**src/rtl/triloc_pkg.sv**
```systemverilog
// Shared TriLoc types and width helpers used by the measurement collector and the trilateration core.
package triloc_pkg;

  typedef enum logic [1:0] {
    ID_A   = 2'd0,
    ID_B   = 2'd1,
    ID_C   = 2'd2,
    ID_BAD = 2'd3
  } anchor_id_e;

  typedef enum logic [1:0] {
    S_IDLE    = 2'd0,
    S_COLLECT = 2'd1,
    S_EMIT    = 2'd2
  } state_e;

  localparam int NUM_ANCHORS = 3;
  localparam int DEF_N       = 8;

  // Ranges carry one extra bit so a full-scale distance stays positive.
  function automatic int range_width(input int n);
    return n + 1;
  endfunction

  localparam int DEF_RW = range_width(DEF_N);

endpackage

```
**src/rtl/triloc_meas_collector_if.sv**
```systemverilog
// Measurement input stream plus the registered anchor-set output of the collector.
interface triloc_meas_collector_if #(
  parameter int N     = 8,
  parameter int SEQ_W = 8
);
  logic                in_valid;
  logic                in_ready;
  logic [1:0]          in_id;
  logic signed [N-1:0] in_x;
  logic signed [N-1:0] in_y;
  logic signed [N:0]   in_r;

  logic                out_valid;
  logic                out_ready;
  logic signed [N-1:0] out_xA, out_yA, out_xB, out_yB, out_xC, out_yC;
  logic signed [N:0]   out_rA, out_rB, out_rC;
  logic [SEQ_W-1:0]    out_seq;
  logic                err_pulse;
  logic                tmo_pulse;

  modport slave (
    input  in_valid, in_id, in_x, in_y, in_r, out_ready,
    output in_ready, out_valid,
           out_xA, out_yA, out_xB, out_yB, out_xC, out_yC,
           out_rA, out_rB, out_rC, out_seq, err_pulse, tmo_pulse
  );

  modport master (
    output in_valid, in_id, in_x, in_y, in_r, out_ready,
    input  in_ready, out_valid,
           out_xA, out_yA, out_xB, out_yB, out_xC, out_yC,
           out_rA, out_rB, out_rC, out_seq, err_pulse, tmo_pulse
  );
endinterface

```
**src/rtl/triloc_anchor_slot.sv**
```systemverilog
// One buffered anchor measurement (x, y, range) with its valid flag; clear wins over write.
module triloc_anchor_slot #(
  parameter int N = 8
) (
  input  logic                clk,
  input  logic                rst_n,
  input  logic                clr,
  input  logic                wr_en,
  input  logic signed [N-1:0] wr_x,
  input  logic signed [N-1:0] wr_y,
  input  logic signed [N:0]   wr_r,
  output logic signed [N-1:0] x,
  output logic signed [N-1:0] y,
  output logic signed [N:0]   r,
  output logic                vld
);

  always_ff @(posedge clk or negedge rst_n) begin
    if (!rst_n) begin
      x   <= '0;
      y   <= '0;
      r   <= '0;
      vld <= 1'b0;
    end else if (clr) begin
      vld <= 1'b0;
    end else if (wr_en) begin
      x   <= wr_x;
      y   <= wr_y;
      r   <= wr_r;
      vld <= 1'b1;
    end
  end

endmodule

```
**src/rtl/triloc_meas_collector.sv**
```systemverilog
// Gathers one measurement per anchor A/B/C and offers the complete set on a registered handshake;
// stale partial sets are flushed after TIMEOUT idle cycles, illegal samples are dropped and flagged.
module triloc_meas_collector
  import triloc_pkg::*;
#(
  parameter int N       = 8,
  parameter int TIMEOUT = 1024,
  parameter int SEQ_W   = 8
) (
  input logic                     clk,
  input logic                     rst_n,
  triloc_meas_collector_if.slave  bus
);

  localparam int RW = range_width(N);
  localparam int CW = $clog2(TIMEOUT + 1);
  localparam logic [CW-1:0] CNT_LAST = CW'(TIMEOUT - 1);

  state_e           state_reg;
  logic [CW-1:0]    idle_cnt_reg;
  logic [SEQ_W-1:0] seq_reg;
  logic             out_valid_reg;
  logic             err_reg;
  logic             tmo_reg;

  logic signed [N-1:0]  out_x_reg [NUM_ANCHORS];
  logic signed [N-1:0]  out_y_reg [NUM_ANCHORS];
  logic signed [RW-1:0] out_r_reg [NUM_ANCHORS];

  logic signed [N-1:0]  slot_x [NUM_ANCHORS];
  logic signed [N-1:0]  slot_y [NUM_ANCHORS];
  logic signed [RW-1:0] slot_r [NUM_ANCHORS];
  logic signed [N-1:0]  cap_x  [NUM_ANCHORS];
  logic signed [N-1:0]  cap_y  [NUM_ANCHORS];
  logic signed [RW-1:0] cap_r  [NUM_ANCHORS];

  logic [NUM_ANCHORS-1:0] mask;
  logic [NUM_ANCHORS-1:0] wr_sel;
  logic [NUM_ANCHORS-1:0] mask_next;
  logic xfer, bad, good, complete, flush, clr_slots;

  assign xfer      = bus.in_valid & (state_reg != S_EMIT);
  assign bad       = xfer & ((bus.in_id == ID_BAD) | bus.in_r[RW-1]);
  assign good      = xfer & ~bad;
  assign wr_sel    = good ? (3'b001 << bus.in_id) : 3'b000;
  assign mask_next = mask | wr_sel;
  assign complete  = good & (mask_next == 3'b111);
  // Any transfer, good or bad, rescues a partial set from expiring this cycle.
  assign flush     = (state_reg == S_COLLECT) & ~xfer & (idle_cnt_reg == CNT_LAST);
  assign clr_slots = flush | ((state_reg == S_EMIT) & bus.out_ready);

  generate
    for (genvar gi = 0; gi < NUM_ANCHORS; gi++) begin : g_slot
      triloc_anchor_slot #(.N(N)) u_slot (
        .clk   (clk),
        .rst_n (rst_n),
        .clr   (clr_slots),
        .wr_en (wr_sel[gi]),
        .wr_x  (bus.in_x),
        .wr_y  (bus.in_y),
        .wr_r  (bus.in_r),
        .x     (slot_x[gi]),
        .y     (slot_y[gi]),
        .r     (slot_r[gi]),
        .vld   (mask[gi])
      );
      // The completing sample is still in flight, so the output capture bypasses its slot.
      assign cap_x[gi] = wr_sel[gi] ? bus.in_x : slot_x[gi];
      assign cap_y[gi] = wr_sel[gi] ? bus.in_y : slot_y[gi];
      assign cap_r[gi] = wr_sel[gi] ? bus.in_r : slot_r[gi];
    end
  endgenerate

  always_ff @(posedge clk or negedge rst_n) begin
    if (!rst_n) begin
      state_reg     <= S_IDLE;
      idle_cnt_reg  <= '0;
      seq_reg       <= '0;
      out_valid_reg <= 1'b0;
      err_reg       <= 1'b0;
      tmo_reg       <= 1'b0;
      for (int k = 0; k < NUM_ANCHORS; k++) begin
        out_x_reg[k] <= '0;
        out_y_reg[k] <= '0;
        out_r_reg[k] <= '0;
      end
    end else begin
      err_reg <= bad;
      tmo_reg <= 1'b0;
      case (state_reg)
        S_IDLE: begin
          idle_cnt_reg <= '0;
          if (good) state_reg <= S_COLLECT;
        end
        S_COLLECT: begin
          if (complete) begin
            state_reg     <= S_EMIT;
            out_valid_reg <= 1'b1;
            idle_cnt_reg  <= '0;
            for (int k = 0; k < NUM_ANCHORS; k++) begin
              out_x_reg[k] <= cap_x[k];
              out_y_reg[k] <= cap_y[k];
              out_r_reg[k] <= cap_r[k];
            end
          end else if (xfer) begin
            idle_cnt_reg <= '0;
          end else if (flush) begin
            state_reg    <= S_IDLE;
            idle_cnt_reg <= '0;
            tmo_reg      <= 1'b1;
          end else begin
            idle_cnt_reg <= idle_cnt_reg + 1'b1;
          end
        end
        S_EMIT: begin
          idle_cnt_reg <= '0;
          if (bus.out_ready) begin
            state_reg     <= S_IDLE;
            out_valid_reg <= 1'b0;
            seq_reg       <= seq_reg + 1'b1;
          end
        end
        default: begin
          state_reg    <= S_IDLE;
          idle_cnt_reg <= '0;
        end
      endcase
    end
  end

  assign bus.in_ready  = (state_reg != S_EMIT);
  assign bus.out_valid = out_valid_reg;
  assign bus.out_seq   = seq_reg;
  assign bus.err_pulse = err_reg;
  assign bus.tmo_pulse = tmo_reg;
  assign bus.out_xA    = out_x_reg[0];
  assign bus.out_yA    = out_y_reg[0];
  assign bus.out_rA    = out_r_reg[0];
  assign bus.out_xB    = out_x_reg[1];
  assign bus.out_yB    = out_y_reg[1];
  assign bus.out_rB    = out_r_reg[1];
  assign bus.out_xC    = out_x_reg[2];
  assign bus.out_yC    = out_y_reg[2];
  assign bus.out_rC    = out_r_reg[2];

endmodule

```
**src/flat_wrapper.sv**
```systemverilog
// flat-port wrapper written by rule: the top's interface ports become plain ports
module triloc_meas_collector_flat import triloc_pkg::*;
#(
  parameter int N       = 8,
  parameter int TIMEOUT = 1024,
  parameter int SEQ_W   = 8
)
  (clk, rst_n, bus_in_valid, bus_in_id, bus_in_x, bus_in_y, bus_in_r, bus_out_ready, bus_in_ready, bus_out_valid, bus_out_xA, bus_out_yA, bus_out_xB, bus_out_yB, bus_out_xC, bus_out_yC, bus_out_rA, bus_out_rB, bus_out_rC, bus_out_seq, bus_err_pulse, bus_tmo_pulse);
  triloc_meas_collector_if #(.N(N), .SEQ_W(SEQ_W)) bus_i ();
  input logic clk;
  input logic rst_n;
  input wire logic [$bits(bus_i.in_valid)-1:0] bus_in_valid;
  input wire logic [$bits(bus_i.in_id)-1:0] bus_in_id;
  input wire logic [$bits(bus_i.in_x)-1:0] bus_in_x;
  input wire logic [$bits(bus_i.in_y)-1:0] bus_in_y;
  input wire logic [$bits(bus_i.in_r)-1:0] bus_in_r;
  input wire logic [$bits(bus_i.out_ready)-1:0] bus_out_ready;
  output wire logic [$bits(bus_i.in_ready)-1:0] bus_in_ready;
  output wire logic [$bits(bus_i.out_valid)-1:0] bus_out_valid;
  output wire logic [$bits(bus_i.out_xA)-1:0] bus_out_xA;
  output wire logic [$bits(bus_i.out_yA)-1:0] bus_out_yA;
  output wire logic [$bits(bus_i.out_xB)-1:0] bus_out_xB;
  output wire logic [$bits(bus_i.out_yB)-1:0] bus_out_yB;
  output wire logic [$bits(bus_i.out_xC)-1:0] bus_out_xC;
  output wire logic [$bits(bus_i.out_yC)-1:0] bus_out_yC;
  output wire logic [$bits(bus_i.out_rA)-1:0] bus_out_rA;
  output wire logic [$bits(bus_i.out_rB)-1:0] bus_out_rB;
  output wire logic [$bits(bus_i.out_rC)-1:0] bus_out_rC;
  output wire logic [$bits(bus_i.out_seq)-1:0] bus_out_seq;
  output wire logic [$bits(bus_i.err_pulse)-1:0] bus_err_pulse;
  output wire logic [$bits(bus_i.tmo_pulse)-1:0] bus_tmo_pulse;
  assign bus_i.in_valid = bus_in_valid;
  assign bus_i.in_id = bus_in_id;
  assign bus_i.in_x = bus_in_x;
  assign bus_i.in_y = bus_in_y;
  assign bus_i.in_r = bus_in_r;
  assign bus_i.out_ready = bus_out_ready;
  assign bus_in_ready = bus_i.in_ready;
  assign bus_out_valid = bus_i.out_valid;
  assign bus_out_xA = bus_i.out_xA;
  assign bus_out_yA = bus_i.out_yA;
  assign bus_out_xB = bus_i.out_xB;
  assign bus_out_yB = bus_i.out_yB;
  assign bus_out_xC = bus_i.out_xC;
  assign bus_out_yC = bus_i.out_yC;
  assign bus_out_rA = bus_i.out_rA;
  assign bus_out_rB = bus_i.out_rB;
  assign bus_out_rC = bus_i.out_rC;
  assign bus_out_seq = bus_i.out_seq;
  assign bus_err_pulse = bus_i.err_pulse;
  assign bus_tmo_pulse = bus_i.tmo_pulse;
  triloc_meas_collector #(.N(N), .TIMEOUT(TIMEOUT), .SEQ_W(SEQ_W)) u_core (.clk(clk), .rst_n(rst_n), .bus(bus_i));
endmodule
```
**config.mk**
```make
export PLATFORM = sky130hd
export DESIGN_NAME = triloc_meas_collector_flat
export DESIGN_NICKNAME = d
export VERILOG_FILES = /design/src/rtl/triloc_pkg.sv /design/src/rtl/triloc_meas_collector_if.sv /design/src/rtl/triloc_anchor_slot.sv /design/src/rtl/triloc_meas_collector.sv /design/src/flat_wrapper.sv
export SDC_FILE = /design/constraint.sdc
export NUM_CORES = 1
export LEC_CHECK = 0
export CAP_MARGIN = 20
export CORE_ASPECT_RATIO = 1.25
export CORE_MARGIN = 2
export CORE_UTILIZATION = 25
export DETAILED_ROUTE_END_ITERATION = 8
export PLACE_DENSITY = 0.46
export SKIP_CTS_REPAIR_TIMING = 1
export SLEW_MARGIN = 20
export SYNTH_ARGS = -nofsm -noshare
export SYNTH_HDL_FRONTEND = slang
export SYNTH_SLANG_ARGS = --single-unit
```
**constraint.sdc**
```tcl
create_clock -name clk -period 3.15 [get_ports clk]
set_input_delay 0.315 -clock clk [delete_from_list [all_inputs] [get_ports clk]]
set_output_delay 0.315 -clock clk [all_outputs]
set_load 0.05 [all_outputs]
```
Word-level counts from Yosys, hierarchy flattened
Index checks and enable logic that the tools add are counted.
{"block": "classes", "n_mux": 33, "n_bitwise": 12, "reduce_logical": 9, "eq_ne": 11, "add_sub_neg": 2, "shift": 1}
{"operator": "8-bit two-way mux", "n": 6}
{"operator": "11-bit two-way mux", "n": 4}
{"operator": "9-bit two-way mux", "n": 3}
{"operator": "1-bit two-way mux", "n": 12}
{"operator": "11-bit by 1-bit adder with 11-bit output, second input constant", "n": 1}
{"operator": "11-bit by 10-bit == test with 1-bit output, second input constant", "n": 1}
{"operator": "2-bit two-way mux", "n": 5}
{"operator": "8-bit by 1-bit adder with 8-bit output, second input constant", "n": 1}
{"operator": "2-bit nonzero test", "n": 4}
{"operator": "1-bit bitwise AND", "n": 7}
{"operator": "2-bit case mux with 3 select lines", "n": 1}
{"operator": "2-bit == test, second input constant", "n": 2}
{"operator": "2-bit by 1-bit inequality test with 1-bit output, second input constant", "n": 2}
{"operator": "2-bit inequality test, second input constant", "n": 2}
{"operator": "2-bit AND reduction", "n": 2}
{"operator": "4-bit AND reduction", "n": 1}
{"operator": "3-bit == test, second input constant", "n": 1}
{"operator": "3-bit two-way mux", "n": 1}
{"operator": "3-bit by 1-bit inequality test with 1-bit output, second input constant", "n": 1}
{"operator": "3-bit inequality test, second input constant", "n": 1}
{"operator": "3-bit bitwise OR", "n": 1}
{"operator": "3-bit AND reduction", "n": 1}
{"operator": "1-bit by 2-bit << shifter with 3-bit output, first input constant", "n": 1}
{"operator": "2-bit by 1-bit == test with 1-bit output, second input constant", "n": 1}
{"operator": "other kinds (4)", "n": 6}
{"block": "totals", "in_bits": 31, "regBits": 177, "word_cells": 95, "out_inout_bits": 87}

Longest topological paths before layout
Gate-level depths: netlist of the first run.
{"block": "depth", "word_depth": 11, "depth_mapped": 7}

Modules after synthesis
From an unflattened synthesis of the first run, not the netlist that was laid out.
{"block": "hier_totals", "cells_unflattened": 526, "area_unflattened_um2": 8060.2}
{"mod": "triloc_meas_collector", "cells_each": 355, "area_each_um2": 4820.9, "n_inst": 1, "seq_area_each_um2": 2477.4}
{"mod": "triloc_anchor_slot", "cells_each": 57, "area_each_um2": 1079.8, "n_inst": 3, "seq_area_each_um2": 650.6}

Worst setup path after synthesis of the first run
No wires, ideal clock.
{"block": "synth_timing", "path_kind": "register to register", "start": "register u_core.state_reg[0]", "end": "register u_core.out_r_reg, in the netlist u_core.bus.out_rA[0]", "setup_slack_ns": 1.101, "required_time_ns": 3.025, "path_stages_with_launch": 8, "path_buffers": 3, "period_less_slack_ns": 2.049, "arrival_time_ns": 1.925, "cell_sequence": "dfrtp_1 > nand2b_1 > buf_2 > nand3_1 > a211oi_4 > buf_6 > buf_6 > mux2_2"}
{"block": "synth_via", "elab_chain_cells": 10}
{"item": "start, declared", "line_no": "triloc_meas_collector.sv:19", "rtl": "state_e state_reg;"}
{"item": "start signal, assigned", "line_no": "triloc_meas_collector.sv:76", "rtl": "state_reg <= S_IDLE;"}
{"item": "start signal, assigned", "line_no": "triloc_meas_collector.sv:93", "rtl": "if (good) state_reg <= S_COLLECT;"}
{"item": "start signal, assigned", "line_no": "triloc_meas_collector.sv:97", "rtl": "state_reg <= S_EMIT;"}
{"item": "2-bit inequality test (*)"}
{"item": "named net bus_in_ready", "line_no": "flat_wrapper.sv:18", "rtl": "output wire logic [$bits(bus_i.in_ready)-1:0] bus_in_ready;"}
{"item": "1-bit bitwise AND (*)", "line_no": "triloc_meas_collector.sv:42", "rtl": "assign xfer = bus.in_valid & (state_reg != S_EMIT);"}
{"item": "1-bit bitwise AND", "line_no": "triloc_meas_collector.sv:43", "rtl": "assign bad = xfer & ((bus.in_id == ID_BAD) | bus.in_r[RW-1]);"}
{"item": "1-bit inverter", "line_no": "triloc_meas_collector.sv:44", "rtl": "assign good = xfer & ~bad;"}
{"item": "1-bit bitwise AND (*)", "line_no": "triloc_meas_collector.sv:44"}
{"item": "3-bit two-way mux", "line_no": "triloc_meas_collector.sv:45", "rtl": "assign wr_sel = good ? (3'b001 << bus.in_id) : 3'b000;"}
{"item": "3-bit bitwise OR", "line_no": "triloc_meas_collector.sv:46", "rtl": "assign mask_next = mask | wr_sel;"}
{"item": "3-bit == test", "line_no": "triloc_meas_collector.sv:47", "rtl": "assign complete = good & (mask_next == 3'b111);"}
{"item": "1-bit bitwise AND", "line_no": "triloc_meas_collector.sv:47"}
{"item": "2-bit AND reduction (no line)"}
{"item": "end signal, assigned by index", "line_no": "triloc_meas_collector.sv:103", "rtl": "out_r_reg[k] <= cap_r[k];"}
{"item": "end, declared", "line_no": "triloc_meas_collector.sv:28", "rtl": "logic signed [RW-1:0] out_r_reg [NUM_ANCHORS];"}
Mark *: on every way through the listed nets, which the timed path passes. The rest lies on a longest branch.
A chain may end at the register's enable or synchronous reset.

Worst setup path after layout of the first run
{"block": "layout_timing", "start": "register u_core.state_reg[0]", "end": "output port bus_in_ready"}
{"block": "layout_via", "elab_chain_cells": 1}
{"item": "2-bit inequality test", "line_no": "triloc_meas_collector.sv:131", "rtl": "assign bus.in_ready = (state_reg != S_EMIT);"}
{"item": "end, declared", "line_no": "flat_wrapper.sv:18"}
Every way passes these cells.

==> results.yml, run 1 <==
synth:
  synth_warnings: 0
  syn-num-nets: 466
  syn_avg_cell_area_um2: 15.64
  syn_inst: 433
  synth_seq_area_share_pct: 65.39
  synth_cell_types: 34
  netlist_area_um2: 6774
  synth_seq_cells: 177
layout:
  final_nets: 598
  layout_common_cells: "177 x dfrtp_1, 134 x mux2_2, 116 x clkdlybuf4s50_1"
  largest_reg_flops: 27
  syn2layout_area_growth_pct: 33.30
  diodes: 0
  mostFrequentLayoutCell: "dfrtp_1"
  reg_top3: "u_core.g_slot.u_slot.r (27), u_core.g_slot.u_slot.x (24), u_core.g_slot.u_slot.y (24)"
  drive_gt1_share_pct: 31.20
  fin_util_pct: 33.77
  top_register: "u_core.g_slot.u_slot.r"
detailed_routing:
  routed_wl_um: 15080
  drc: 0
  viasPerCell: 4.233
  drt_iter0_drc: 88
  ant_nets: 0
  first_pass_iters: 4
  wl_per_cell_um: 16.35
  vias: 3903
timing:
  final-hold-violation-count: 0
  finClkSkew_ns: 0.007993
  worst_pin_slew_ns: 0.7335
  timing.fmax_ghz: 0.4123
  setup_viol: 0
  period_share_pct: 77.00
  setup-tns-final_ns: 0
  rsz0062_at_grt: "false"
  drv_slew: 0
  min_period_ns: 2.426
  relSlewSlack_pct: 51.10
setup_path:
  critPathRequiredTime_ns: 2.83
  path_max_fanout: 5
  critPathKind: "flip-flop to primary output"
  critical_path_arrival_ns: 2.11
  critPathCaptureType: "primary output"
  startpoint_type: "flip-flop"
floorplanning:
  dieHeight_um: 188.0
  die-width_um: 151.2
  coreArea_um2: 26740
  start_util_pct: 25.33
  ios: 118
  rows: 67
  dieArea_um2: 28440
run_status:
  status: "finished clean"
global_route:
  first_global_vias: 4328
  grt_pass1_wl_um: 24380
  grt_max_degree: 78
  grtUsageTotal_pct: 11.28
  antenna_found_initial: 0
  globalRouteOverflowTotal: 0
cts:
  cts_root_buffer: "clkbuf_16"
  cts_made_buffers: 17
  cts.sinks: 177
  insertion_delay_ns: 0.43
  cts_tree: "built"
  htreeDepth: 4
  clkTransAtPathRegs_ns: 0.07
  clock_path_buffers: 2
power_and_ir_drop:
  p_leak_nw: 3.848
  ir_drop_mv: 0.5049
  p_per_area_nw_per_um2: 1041
flow_run:
  maxCapViolations: 0
placed_design:
  dp_hpwl_um: 9620
  io_buffers: 117
  gp_congestion: 0.6835
min_path:
  min_path_type: "flip-flop to flip-flop"
==> per-layer routing <==
metal  vias up  global-route usage [%]  wire length, um
li1       1776                       -                -
met4         0                   3.774              193
met2        71                   17.66             7349
met1      2041                   14.44             6658
met5         -                       0                0
met3        15                   4.039              877
==> where the power goes <==
part / total (W) / internal (W) / switching (W)
registers: 0.00339 / 0.00302 / 0.000362
clock network: 0.00226 / 0.00139 / 0.000874
logic: 0.00376 / 0.00143 / 0.00233
total: 0.00940 / 0.00584 / 0.00356
==> critical path, cell delays in order (launching register included) <==
cell and delay [ns]:
dfrtp_1 0.39, nand2b_1 0.29, buf_4 0.20, clkdlybuf4s50_1 0.80
==> cells in the mapped netlist <==
| master | count | share of area, % |
|---|---|---|
| and2_1 | 3 | 0.28 |
| a21o_1 | 1 | 0.11 |
| nand2_1 | 10 | 0.55 |
| xor2_1 | 4 | 0.52 |
| xnor2_1 | 11 | 1.4 |
| and3_1 | 3 | 0.28 |
| mux2i_1 | 1 | 0.15 |
| nand3b_1 | 1 | 0.11 |
| mux2_2 | 134 | 22 |
| nor2_1 | 16 | 0.89 |
| nor2b_1 | 2 | 0.18 |
| buf_6 | 4 | 0.66 |
| nor3_1 | 3 | 0.22 |
| or2_2 | 1 | 0.092 |
| o21bai_1 | 1 | 0.11 |
| ha_1 | 2 | 0.37 |
| nand3_1 | 8 | 0.59 |
| buf_2 | 11 | 0.81 |
| nand4b_2 | 1 | 0.22 |
| o21ai_1 | 1 | 0.074 |
| mux2_1 | 13 | 2.2 |
| inv_1 | 5 | 0.28 |
| o32ai_1 | 1 | 0.13 |
| o211ai_1 | 1 | 0.11 |
| or3_4 | 1 | 0.17 |
| nor4_1 | 1 | 0.092 |
| and4_1 | 1 | 0.13 |
| nand2b_1 | 2 | 0.18 |
| nand3_2 | 2 | 0.30 |
| a211oi_4 | 1 | 0.30 |
| nand4_1 | 4 | 0.37 |
| dfrtp_1 | 177 | 65 |
| a21oi_1 | 5 | 0.37 |
| o31ai_1 | 1 | 0.11 |
==> logic make-up after synthesis <==
logic type | synth area share (%)
AND/OR/NAND/NOR | 4.655
XOR/XNOR | 1.939
adder cells (fa/ha/maj) | 0.3694
buffers and inverters | 1.755
flip-flops | 65.39
multiplexers | 24.58
AO/OA/AOI/OAI | 1.311
==> final cells by class <==
class                           instances  area (um2)
Clock inverter                          9       155.1
Clock buffer                           22       474.2
Sequential cell                       177        4429
Multi-Input combinational cell        236        2226
Tap cell                              345       431.7
Fill cell                            2609       17710
Inverter                                5       18.77
Timing Repair Buffer                  128        1295
==> worst paths after layout <==
kind | to | cells past startpoint | start | slack (ns)
setup / recovery | bus_in_ready | 3 | u_core.state_reg[0] | 0.72
hold / removal | u_core.bus.out_seq[7] | 1 | u_core.bus.out_seq[7] | 0.47
setup reg to reg | u_core.bus.out_xB[3] | 5 | u_core.state_reg[0] | 0.95
hold reg to reg | u_core.bus.out_seq[7] | 1 | u_core.bus.out_seq[7] | 0.47
max in group asynchronous | u_core.g_slot[2].u_slot.y[4] | 3 | rst_n | 1.78
min in group asynchronous | u_core.g_slot[1].u_slot.x[2] | 2 | rst_n | 0.49
==> stage by stage <==
stage | hold WS [ns] | cells | setup WS (ns) | area [um2] | total power (W)
6_report | 0.4722 | 922 | 0.7244 | 9030 | 0.009403
5_1_grt | 0.4911 | 922 | 0.6512 | 9030 | 0.009881
4_1_cts | -0.05140 | 921 | 0.7096 | 9020 | 0.009571
3_5_place_dp | 0.4168 | 890 | 0.4662 | 8391 | 0.007231
3_3_place_gp | 0.3922 | 890 | 0.5172 | 8391 | 0.007176
2_1_floorplan | 0.01941 | 433 | 1.101 | 6774 | 0.005878
(Power assumes the default switching activity.)
==> run 2: changes to the inputs <==
--- a/config.mk
+++ b/config.mk
@@ -10,7 +10,7 @@
 export CORE_MARGIN = 2
 export CORE_UTILIZATION = 25
 export DETAILED_ROUTE_END_ITERATION = 8
-export PLACE_DENSITY = 0.46
+export PLACE_DENSITY = 0.47
 export SKIP_CTS_REPAIR_TIMING = 1
 export SLEW_MARGIN = 20
 export SYNTH_ARGS = -nofsm -noshare
==> constraint.sdc (replaced) <==
create_clock -name clk -period 2 [get_ports clk]
set_input_delay 0.2 -clock clk [delete_from_list [all_inputs] [get_ports clk]]
set_output_delay 0.2 -clock clk [all_outputs]
set_load 0.05 [all_outputs]
==> results.yml, run 2 (synthesized netlist as in run 1, its figures left out) <==
cts:
  clock_path_buffers: 2
  cts_made_buffers: 17
  insertion_delay_ns: 0.43
  clkTransAtPathRegs_ns: 0.06
  cts.sinks: 177
  cts_root_buffer: "clkbuf_16"
  cts_tree: "built"
  htreeDepth: 4
layout:
  drive_gt1_share_pct: 33.22
  reg_top3: "u_core.g_slot.u_slot.r (27), u_core.g_slot.u_slot.x (24), u_core.g_slot.u_slot.y (24)"
  final_nets: 613
  largest_reg_flops: 27
  diodes: 0
  mostFrequentLayoutCell: "dfrtp_1"
  syn2layout_area_growth_pct: 35.28
  fillCellCount: 2561
  layout_common_cells: "177 x dfrtp_1, 134 x mux2_2, 114 x clkdlybuf4s50_1"
  top_register: "u_core.g_slot.u_slot.r"
floorplanning:
  coreArea_um2: 26740
  start_util_pct: 25.33
  ios: 118
  dieArea_um2: 28440
  die-width_um: 151.2
  rows: 67
  dieHeight_um: 188.0
flow_run:
  maxCapViolations: 0
timing:
  setup-tns-final_ns: 0
  setup_viol: 0
  relSlewSlack_pct: 62.25
  timing.fmax_ghz: 0.5157
  rsz0062_at_grt: "false"
  finClkSkew_ns: 0.009172
  drv_slew: 0
  min_period_ns: 1.939
  final-hold-violation-count: 0
  worst_pin_slew_ns: 0.5644
  period_share_pct: 96.96
global_route:
  antenna_found_initial: 0
  globalRouteOverflowTotal: 0
  first_global_vias: 4380
  grt_max_degree: 49
  grtUsageTotal_pct: 11.42
  grt_pass1_wl_um: 24810
detailed_routing:
  wl_per_cell_um: 16.19
  vias: 3956
  viasPerCell: 4.217
  drc: 0
  first_pass_iters: 4
  drt_iter0_drc: 198
  ant_nets: 0
  routed_wl_um: 15190
setup_path:
  path_max_fanout: 6
  critical_path_arrival_ns: 1.74
  critPathRequiredTime_ns: 1.80
  critPathCaptureType: "primary output"
  critPathKind: "flip-flop to primary output"
  startpoint_type: "flip-flop"
  slowest_delay_ns: 0.85
  crit_slowest_cell: "clkdlybuf4s50_1"
  path_cells: "clkdlybuf4s50_1"
  worst-path-buf-inv: 1
  critPathTopFamily: "buffers and inverters"
min_path:
  min_path_type: "primary input to asynchronous set/reset pin"
placed_design:
  dp_hpwl_um: 10180
  io_buffers: 117
  gp_congestion: 0.7265
power_and_ir_drop:
  ir_drop_mv: 0.9063
  p_leak_nw: 3.939
  p_per_area_nw_per_um2: 1593
  p_total_w: 0.01460
run_status:
  status: "finished clean"
[run 2: changes by cell type in the layout (fill, tap and decap cells not counted)]
cell	previous run	this run
buf_4	7	16
clkdlybuf4s50_1	116	114
buf_12	3	10
clkinv_2	2	8
dlymetal6s2s_1	0	1
bufinv_16	4	2
clkinv_4	2	1
clkbuf_8	3	1
[run 2: final cells by class]
class	instances	area (um2)	share of cell area (%)
clock buffer	20	446.7	4.874
clock inverter	12	116.4	1.270
inverter	5	18.77	0.2048
multi-input combinational	236	2226	24.29
sequential	177	4429	48.33
tap	345	431.7	4.711
timing repair buffer	143	1495	16.32
[run 2: power breakdown]
part           internal [W]  total [W]  switching [W]
clock               0.00186    0.00323        0.00137
sequential          0.00477    0.00537       0.000604
combinational       0.00232    0.00600        0.00368
total               0.00894     0.0146        0.00566
[run 2: layer usage]
layer	share of wire (%)	up-vias	GRT usage, %	wire [um]
met5	0	-	0	0
met4	1.5	0	3.666	227
met3	5.7	13	4.331	867
met2	48	85	17.72	7270
met1	45	2049	14.68	6822
li1	-	1809	-	-
[run 2: final timing paths]
kind | start | end | slack (ns) | depth (start not counted)
max reg2reg | u_core.g_slot[0].u_slot.vld | u_core.bus.out_xB[4] | 0.08 | 6
max | u_core.bus.out_seq[0] | bus_out_seq[0] | 0.06 | 1
min in group clk | bus_in_id[0] | u_core.bus.err_pulse | 0.36 | 4
min reg2reg | u_core.bus.out_seq[7] | u_core.bus.out_seq[7] | 0.47 | 1
min | rst_n | u_core.bus.out_xA[4] | 0.28 | 2
max in group asynchronous | rst_n | u_core.g_slot[2].u_slot.y[4] | 1.06 | 3
[run 2: per-stage QoR]
stage	hold slack (ns)	cells	setup WS, ns	instance area, um2	util, %
6_report	0.2765	938	0.06070	9164	34.27
5_1_grt	0.2875	938	0.002100	9164	34.27
4_1_cts	-0.2933	937	0.02532	9151	34.22
3_5_place_dp	0.1745	905	-0.3922	8588	32.12
3_3_place_gp	0.1684	905	-0.3727	8588	32.12
2_1_floorplan	-0.09559	433	0.08607	6777	-
